**config.mk**
```make
export PLATFORM = sky130hd
export DESIGN_NAME = array_sort_writer_flat
export DESIGN_NICKNAME = d
export VERILOG_FILES = /design/src/rtl/array_sort_writer_if.sv /design/src/rtl/array_sort_writer.sv /design/src/flat_wrapper.sv
export SDC_FILE = /design/constraint.sdc
export NUM_CORES = 2
export LEC_CHECK = 0
export CAP_MARGIN = 10
export CORE_UTILIZATION = 48
export CTS_CLUSTER_DIAMETER = 30
export DETAILED_ROUTE_END_ITERATION = 7
export REMOVE_ABC_BUFFERS = 1
export SYNTH_ARGS = -nofsm -noshare
export SYNTH_HDL_FRONTEND = slang
export SYNTH_SLANG_ARGS = --single-unit
```
**constraint.sdc**
```tcl
create_clock -name clock -period 10.2 [get_ports clock]
set_input_delay 2.55 -clock clock [delete_from_list [all_inputs] [get_ports clock]]
set_output_delay 2.55 -clock clock [all_outputs]
set_load 0.005 [all_outputs]
```
**src/rtl/array_sort_writer_if.sv**
```systemverilog
// Host-side bundle for array_sort_writer: go/done handshake, array
// descriptor and the external register-file access port.
interface array_sort_writer_if #(
  parameter int unsigned WIDTH = 32
);
  localparam int unsigned AW = 5;
  localparam int unsigned CW = 16;

  logic             go;
  logic [AW-1:0]    array;
  logic [AW-1:0]    length;
  logic             ext_we;
  logic [AW-1:0]    ext_addr;
  logic [WIDTH-1:0] ext_wdata;
  logic [WIDTH-1:0] ext_rdata;
  logic             busy;
  logic             done;
  logic [CW-1:0]    swap_count;

  modport master (
    output go, array, length, ext_we, ext_addr, ext_wdata,
    input  ext_rdata, busy, done, swap_count
  );

  modport slave (
    input  go, array, length, ext_we, ext_addr, ext_wdata,
    output ext_rdata, busy, done, swap_count
  );
endinterface

```
**src/rtl/array_sort_writer.sv**
```systemverilog
// Sequential bubble sorter over a 32-entry register file. One compare per
// cycle; passes shrink by one and stop early when a pass makes no swap.
// Optional feature macro: ARRAY_SORT_SWAP_COUNT_EN builds the saturating
// 16-bit swap counter; without it swap_count is tied to zero.
module array_sort_writer #(
  parameter int unsigned WIDTH = 32
) (
  input  logic                  clock,
  input  logic                  reset,
  array_sort_writer_if.slave    bus
);
  localparam int unsigned AW    = 5;
  localparam int unsigned DEPTH = 32;
  localparam int unsigned CW    = 16;

  typedef enum logic [1:0] {IDLE, SCAN, PASS_END, DONE} state_t;

  state_t        state_q, state_d;
  logic [AW-1:0] idx_q, idx_d;
  logic [AW-1:0] last_q, last_d;
  logic [AW-1:0] cnt_q, cnt_d;
  logic [AW-1:0] base_q, base_d;
  logic          swapped_q, swapped_d;
  logic          busy_q, done_q;

  logic [WIDTH-1:0] r [DEPTH];

  logic [AW-1:0]    idx_p1;
  logic [WIDTH-1:0] a, b;
  logic             swap_c;
  logic             start_c;

  assign idx_p1  = idx_q + AW'(1);
  assign a       = r[idx_q];
  assign b       = r[idx_p1];
  assign swap_c  = (state_q == SCAN) && (a > b);
  assign start_c = (state_q == IDLE) && bus.go;

  assign bus.ext_rdata = r[bus.ext_addr];
  assign bus.busy      = busy_q;
  assign bus.done      = done_q;

  // Control registers; synchronous active-low reset returns to IDLE.
  always_ff @(posedge clock) begin
    if (!reset) begin
      state_q   <= IDLE;
      idx_q     <= '0;
      last_q    <= '0;
      cnt_q     <= '0;
      base_q    <= '0;
      swapped_q <= 1'b0;
      busy_q    <= 1'b0;
      done_q    <= 1'b0;
    end else begin
      state_q   <= state_d;
      idx_q     <= idx_d;
      last_q    <= last_d;
      cnt_q     <= cnt_d;
      base_q    <= base_d;
      swapped_q <= swapped_d;
      busy_q    <= (state_d == SCAN) || (state_d == PASS_END);
      done_q    <= (state_d == DONE);
    end
  end

  // Next-state and pass bookkeeping.
  always_comb begin
    state_d   = state_q;
    idx_d     = idx_q;
    last_d    = last_q;
    cnt_d     = cnt_q;
    base_d    = base_q;
    swapped_d = swapped_q;
    case (state_q)
      IDLE: begin
        if (bus.go) begin
          base_d = bus.array;
          if (bus.length <= AW'(1)) begin
            state_d = DONE;
          end else begin
            idx_d     = bus.array;
            last_d    = bus.length - AW'(1);
            cnt_d     = '0;
            swapped_d = 1'b0;
            state_d   = SCAN;
          end
        end
      end
      SCAN: begin
        if (swap_c) swapped_d = 1'b1;
        idx_d = idx_p1;
        cnt_d = cnt_q + AW'(1);
        if (cnt_q + AW'(1) == last_q) state_d = PASS_END;
      end
      PASS_END: begin
        if (!swapped_q || last_q == AW'(1)) begin
          state_d = DONE;
        end else begin
          last_d    = last_q - AW'(1);
          idx_d     = base_q;
          cnt_d     = '0;
          swapped_d = 1'b0;
          state_d   = SCAN;
        end
      end
      DONE: begin
        if (!bus.go) state_d = IDLE;
      end
      default: state_d = IDLE;
    endcase
  end

  // Register file: swap writes while sorting, host writes only when idle.
  // Contents are deliberately not reset; a swap on a reset edge is dropped.
  always_ff @(posedge clock) begin
    if (swap_c && reset) begin
      r[idx_q]  <= b;
      r[idx_p1] <= a;
    end else if (bus.ext_we && !busy_q) begin
      r[bus.ext_addr] <= bus.ext_wdata;
    end
  end

`ifdef ARRAY_SORT_SWAP_COUNT_EN
  logic [CW-1:0] swap_count_q;

  // Saturating swap counter, cleared on each start.
  always_ff @(posedge clock) begin
    if (!reset) begin
      swap_count_q <= '0;
    end else if (start_c) begin
      swap_count_q <= '0;
    end else if (swap_c && swap_count_q != {CW{1'b1}}) begin
      swap_count_q <= swap_count_q + CW'(1);
    end
  end

  assign bus.swap_count = swap_count_q;
`else
  logic unused_start;
  assign unused_start   = start_c;
  assign bus.swap_count = '0;
`endif

endmodule

```
**src/flat_wrapper.sv**
```systemverilog
// flat-port wrapper written by rule: the top's interface ports become plain ports
module array_sort_writer_flat 
#(
  parameter int unsigned WIDTH = 32
)
  (clock, reset, bus_go, bus_array, bus_length, bus_ext_we, bus_ext_addr, bus_ext_wdata, bus_ext_rdata, bus_busy, bus_done, bus_swap_count);
  array_sort_writer_if #(.WIDTH(WIDTH)) bus_i ();
  input  logic clock;
  input  logic reset;
  input wire logic [$bits(bus_i.go)-1:0] bus_go;
  input wire logic [$bits(bus_i.array)-1:0] bus_array;
  input wire logic [$bits(bus_i.length)-1:0] bus_length;
  input wire logic [$bits(bus_i.ext_we)-1:0] bus_ext_we;
  input wire logic [$bits(bus_i.ext_addr)-1:0] bus_ext_addr;
  input wire logic [$bits(bus_i.ext_wdata)-1:0] bus_ext_wdata;
  output wire logic [$bits(bus_i.ext_rdata)-1:0] bus_ext_rdata;
  output wire logic [$bits(bus_i.busy)-1:0] bus_busy;
  output wire logic [$bits(bus_i.done)-1:0] bus_done;
  output wire logic [$bits(bus_i.swap_count)-1:0] bus_swap_count;
  assign bus_i.go = bus_go;
  assign bus_i.array = bus_array;
  assign bus_i.length = bus_length;
  assign bus_i.ext_we = bus_ext_we;
  assign bus_i.ext_addr = bus_ext_addr;
  assign bus_i.ext_wdata = bus_ext_wdata;
  assign bus_ext_rdata = bus_i.ext_rdata;
  assign bus_busy = bus_i.busy;
  assign bus_done = bus_i.done;
  assign bus_swap_count = bus_i.swap_count;
  array_sort_writer #(.WIDTH(WIDTH)) u_core (.clock(clock), .reset(reset), .bus(bus_i));
endmodule
```
---- Yosys cells after proc, flatten, opt, wreduce, memory -nomap -nowiden ----
Memories as Yosys holds them, arrays and structs flattened. A register that Yosys moved wholly into a read port is not among the register bits.
Index checks and enable logic that the tools add are counted.
cells by class
  $add $sub $neg .......................... 4
  mux-type cells .......................... 33
  order comparisons ....................... 2
  reduce and logical (&&, ||, !) cells .... 15
  equality and inequality tests ........... 12
operators with widths
  cell                 number
  $mux 5               12
  $gt 32x32->1         1
  $mux 32              1
  $reduce_or 32->1     1
  $pmux 5 s3           2
  $add 5x1->5 const B  2
  $mux 1               10
  $mux 2               5
  $pmux 5 s2           1
  $sub 5x1->5 const B  2
  $eq 2x2->1 const B   4
  $pmux 2 s4           1
  $reduce_and 4->1     2
  $ne 2x2->1 const B   3
  $eq 5x1->1 const B   1
  $eq 5x5->1           1
  $le 5x1->1 const B   1
  $reduce_and 5->1     1
  $eq 2x1->1 const B   2
  $logic_and 1x1->1    3
  $pmux 1 s3           1
  $reduce_bool 3->1    1
  $logic_not 1->1      2
  $logic_not 2->1      1
  4 further kinds      5
word-level totals
  register bits after elaboration ......... 25
  output and inout port bits .............. 50
  logic and storage cells ................. 75
  bits of input ports ..................... 51
  memories kept ........................... 1
  memory bits (writable) .................. 1024
memory list
  memory    words  width  read ports  clocked after memory_dff  wr ports  RTL line                 source
  u_core.r  32     32     3           1                         2         array_sort_writer.sv:26  logic [WIDTH-1:0] r [DEPTH];

---- Logic depth before layout (Yosys ltp) ----
An unclocked memory read counts as a cell.
  word-level depth ........................ 9
  gate-level depth with buffers ........... 25
  gate-level depth less buffers ........... 17

---- Worst setup path after synthesis ----
Ideal clock, no wire load.
  path type ............................... reg-to-reg
  from .................................... register u_core.idx_q[0]
  to ...................................... memory u_core.r[15][0], enable pin
  buffers on the path ..................... 8
  cell stages (with the launch flop) ...... 24
  library setup time ...................... 0.533 ns
  arrival time ............................ 8.522 ns
  path slack .............................. 1.145 ns
  cell sequence ........................... dfxtp_1 buf_4 buf_2 buf_2 buf_2 inv_1 ha_1 buf_4 buf_4 buf_2 mux4_2 a22oi_1 and3_1 nand3_1 inv_1 ha_1 nand4_1 nor3_2 o21ai_0 nor3b_2 nor4_4 nand2_1 clkbuf_1 o311ai_0
RTL lines
  element                 RTL line                 source
  start, declared         array_sort_writer.sv:19  logic [AW-1:0] idx_q, idx_d;
  start signal, assigned  array_sort_writer.sv:56  idx_q <= idx_d;
  end, declared           array_sort_writer.sv:26

==> results_dict.tcl <==
set metrics [dict create \
    root_buffer "clkbuf_16" \
    leakage_uw 0.0339 \
    synth_top_area_share_pct 43.0 \
    yosysWarningCount 0 \
    yosysUniqueCellTypes 73 \
    cp-end-kind "flip-flop" \
    n_antenna_cell 0 \
    synth_seq_area_share_pct 43.9 \
    cp-start-kind "flip-flop" \
    slowest_stage "dfxtp_4" \
    grt_max_degree 84 \
    worstRegToRegCells 18 \
    relSlewSlack_pct 20.2 \
    die_area_mm2 0.150 \
    cts_resized 0 \
    fin_crit_sh_pct 86.5 \
    grt_pass1_vias 48300 \
    synth_edf_count 1024 \
    first_pass_iters 6 \
    clk_pin_slew_ns 0.05 \
    worst_slew_pin_slew_ns 1.20 \
    cts_setup_buffers 0 \
    min_period_ns 8.82 \
    cts_tree "yes" \
    place.gp.congestion 0.921 \
    hpwl_um 158000 \
    power_density_mw_per_mm2 309 \
    max_cap_viol_count 0 \
    drt_iter0_markers 8131 \
    routedWlPerCell_um 42.9 \
    crit_cells 18 \
    max_freq_mhz 113 \
    numCtsBuffers 299 \
    synthArstFlopShare_pct 0 \
    crit_required_ns 10.71 \
    die_h_um 388 \
    grt_pass1_wl_um 390000 \
    io_buffers 84 \
    drive_above_1_share_pct 37.1 \
    wirelength_um 282000 \
    path_class "flip-flop to flip-flop" \
    outcome "completed" \
    clock_latency_ns 0.93 \
    yosysMostFrequentCell "mux2i_1" \
    row_count 141 \
    ff2ff_setup_slack_ns 1.38 \
    overflow 0 \
    finalHoldViolations 0 \
    min_path_type "flip-flop to flip-flop" \
    rsz0062_at_grt "no" \
    vias 49500 \
    crit_fanout 46 \
    drc 0 \
    finClkSkew_ns 0.0685 \
    holdWs_ns 0.470 \
    syn_to_final_growth_pct 16.9 \
    yosys.area.top_type "edfxtp_1" \
    cp_num_buf_inv 4 \
    synth_common_cells "mux2i_1, edfxtp_1, mux4_2" \
    tns_ns 0 \
    postCtsHoldBufs 0 \
    cpPeakStageDelay_ns 0.93 \
    synth.ff_latch_count 1054 \
    setup_violations 0 \
    core_mm2 0.148 \
    num_io_pins 101 \
    nets 4530 \
    synth_cells 4413 \
    groute.usage.overall_pct 37.3 \
    ir_drop_mv 0.263 \
    antenna_found_initial 1 \
    synthTopCellsByArea "edfxtp_1, mux4_2, mux2i_1" \
    min_path_cells 2 \
    yosys_most_used_dff "edfxtp_1" \
    initial_utilization_pct 48.4 \
    fp.dieW_um 388 \
    crit_top_cell "buf_4" \
    drv_slew 0 \
    arrival_ns 9.34 \
    antenna_left 0 \
    synth_area_mm2 0.0714 \
    cp_top_family "compound AO/OA/AOI/OAI gates" \
    vias_per_cell 7.52 \
    h-tree-depth 5 \
    avgSynthCellArea_um2 16.2 \
    path_cells "inv_1 -> ha_4 -> buf_4 -> mux4_2 -> mux2i_1 -> o32a_1 -> nand3_1 -> a211oi_2 -> ha_1 -> a21oi_1 -> o21ai_0 -> a22o_1 -> nor4_2 -> o21ai_4 -> buf_4 -> nand3_4 -> o311ai_2 -> buf_4" \
    clock_sinks 1054 \
    clock_path_buffers 4 \
]
cell usage in the layout (no fill, tap or decap), types with 9 or more instances in the layout:
cell / n
conb_1: 16
mux4_2: 896
nand3_4: 33
bufinv_16: 42
o311ai_2: 26
nand2_1: 65
edfxtp_1: 1024
clkinv_1: 44
clkinv_2: 46
buf_4: 183
clkdlybuf4s50_1: 79
mux2_2: 34
dfxtp_1: 24
nand3_1: 58
clkinvlp_4: 23
inv_1: 143
o22ai_1: 31
clkinv_4: 12
clkbuf_16: 302
mux2i_4: 33
o21ai_0: 16
clkbuf_1: 37
mux2_4: 28
and4_1: 28
buf_12: 17
a22oi_1: 64
ha_1: 46
nand2b_1: 9
nor3_1: 14
nor2_1: 41
mux2i_1: 1026
a21oi_1: 67
nand4_1: 12
stage by stage:
| stage | total power [µW] | util (%) | cell area, µm² | cells | setup slack (ns) |
|---|---|---|---|---|---|
| 2_1_floorplan | 14100 | - | 68100 | 3848 | -14.38 |
| 3_3_place_gp | 16300 | 49.9 | 73800 | 6061 | 1.89 |
| 3_5_place_dp | 16400 | 49.9 | 73800 | 6061 | 1.85 |
| 4_1_cts | 25600 | 56.5 | 83500 | 6577 | 1.78 |
| 5_1_grt | 26600 | 56.5 | 83500 | 6577 | 1.31 |
| 6_report | 25800 | 56.5 | 83500 | 6577 | 1.38 |
final timing paths:
path / start / end
hold reg to reg: u_core.base_q[1] / u_core.base_q[1]
hold / removal: u_core.base_q[1] / u_core.base_q[1]
setup / recovery: u_core.idx_q[0] / u_core.r[16][9]
setup reg to reg: u_core.idx_q[0] / u_core.r[16][9]
tightest hold or removal path: stages (launching register included):
cell,delay [ns]
dfxtp_1,0.31
nand2_1,0.05
a21oi_1,0.06
flip-flops by register name, summed over array words and instances (netlist names), named ones only:
| register | flops |
|---|---|
| u_core.r | 1024 |
| u_core.base_q | 5 |
| u_core.cnt_q | 5 |
| u_core.idx_q | 5 |
| u_core.last_q | 5 |
| u_core.state_q | 2 |
| u_core.bus.busy | 1 |
| u_core.bus.done | 1 |
| u_core.swapped_q | 1 |
logic make-up (layout without fill, tap and decap cells):
family | after synthesis | after routing | synth area share, %
and+or+nand+nor | 306 | 306 | 2.35
other | 1 | 16 | 0.00525
muxes | 2018 | 2018 | 44.8
DFF | 1054 | 1054 | 43.9
xor gates and xnor gates | 11 | 11 | 0.135
adders and majority gates | 47 | 47 | 0.823
AOI/OAI and AO/OA | 252 | 252 | 2.46
buffers and inverters | 724 | 943 | 5.54
metal layers:
layer	share of wire [%]	GRT usage, %	vias up
met5	0	0	-
li1	-	-	18500
met4	5.0	17.0	0
met3	13	11.2	741
met1	36	49.3	26200
met2	46	56.9	4068
area by class of cell:
type                            count  area, µm²
Fill cell                       11500      64200
Multi-Input combinational cell   2650      36900
Sequential cell                  1054      31400
Inverter                          144        541
Timing Repair Buffer              283       2560
Clock inverter                    177       2040
Clock buffer                      339       7700
Tap cell                         1930       2410
report_power, final:
group / switching [µW] / leakage, µW / internal (µW)
sequential: 287 / 0.00949 / 5960
combinational: 6280 / 0.0197 / 4090
clock: 2780 / 0.00471 / 6390
No activity file was read; power rests on OpenSTA's default activity.
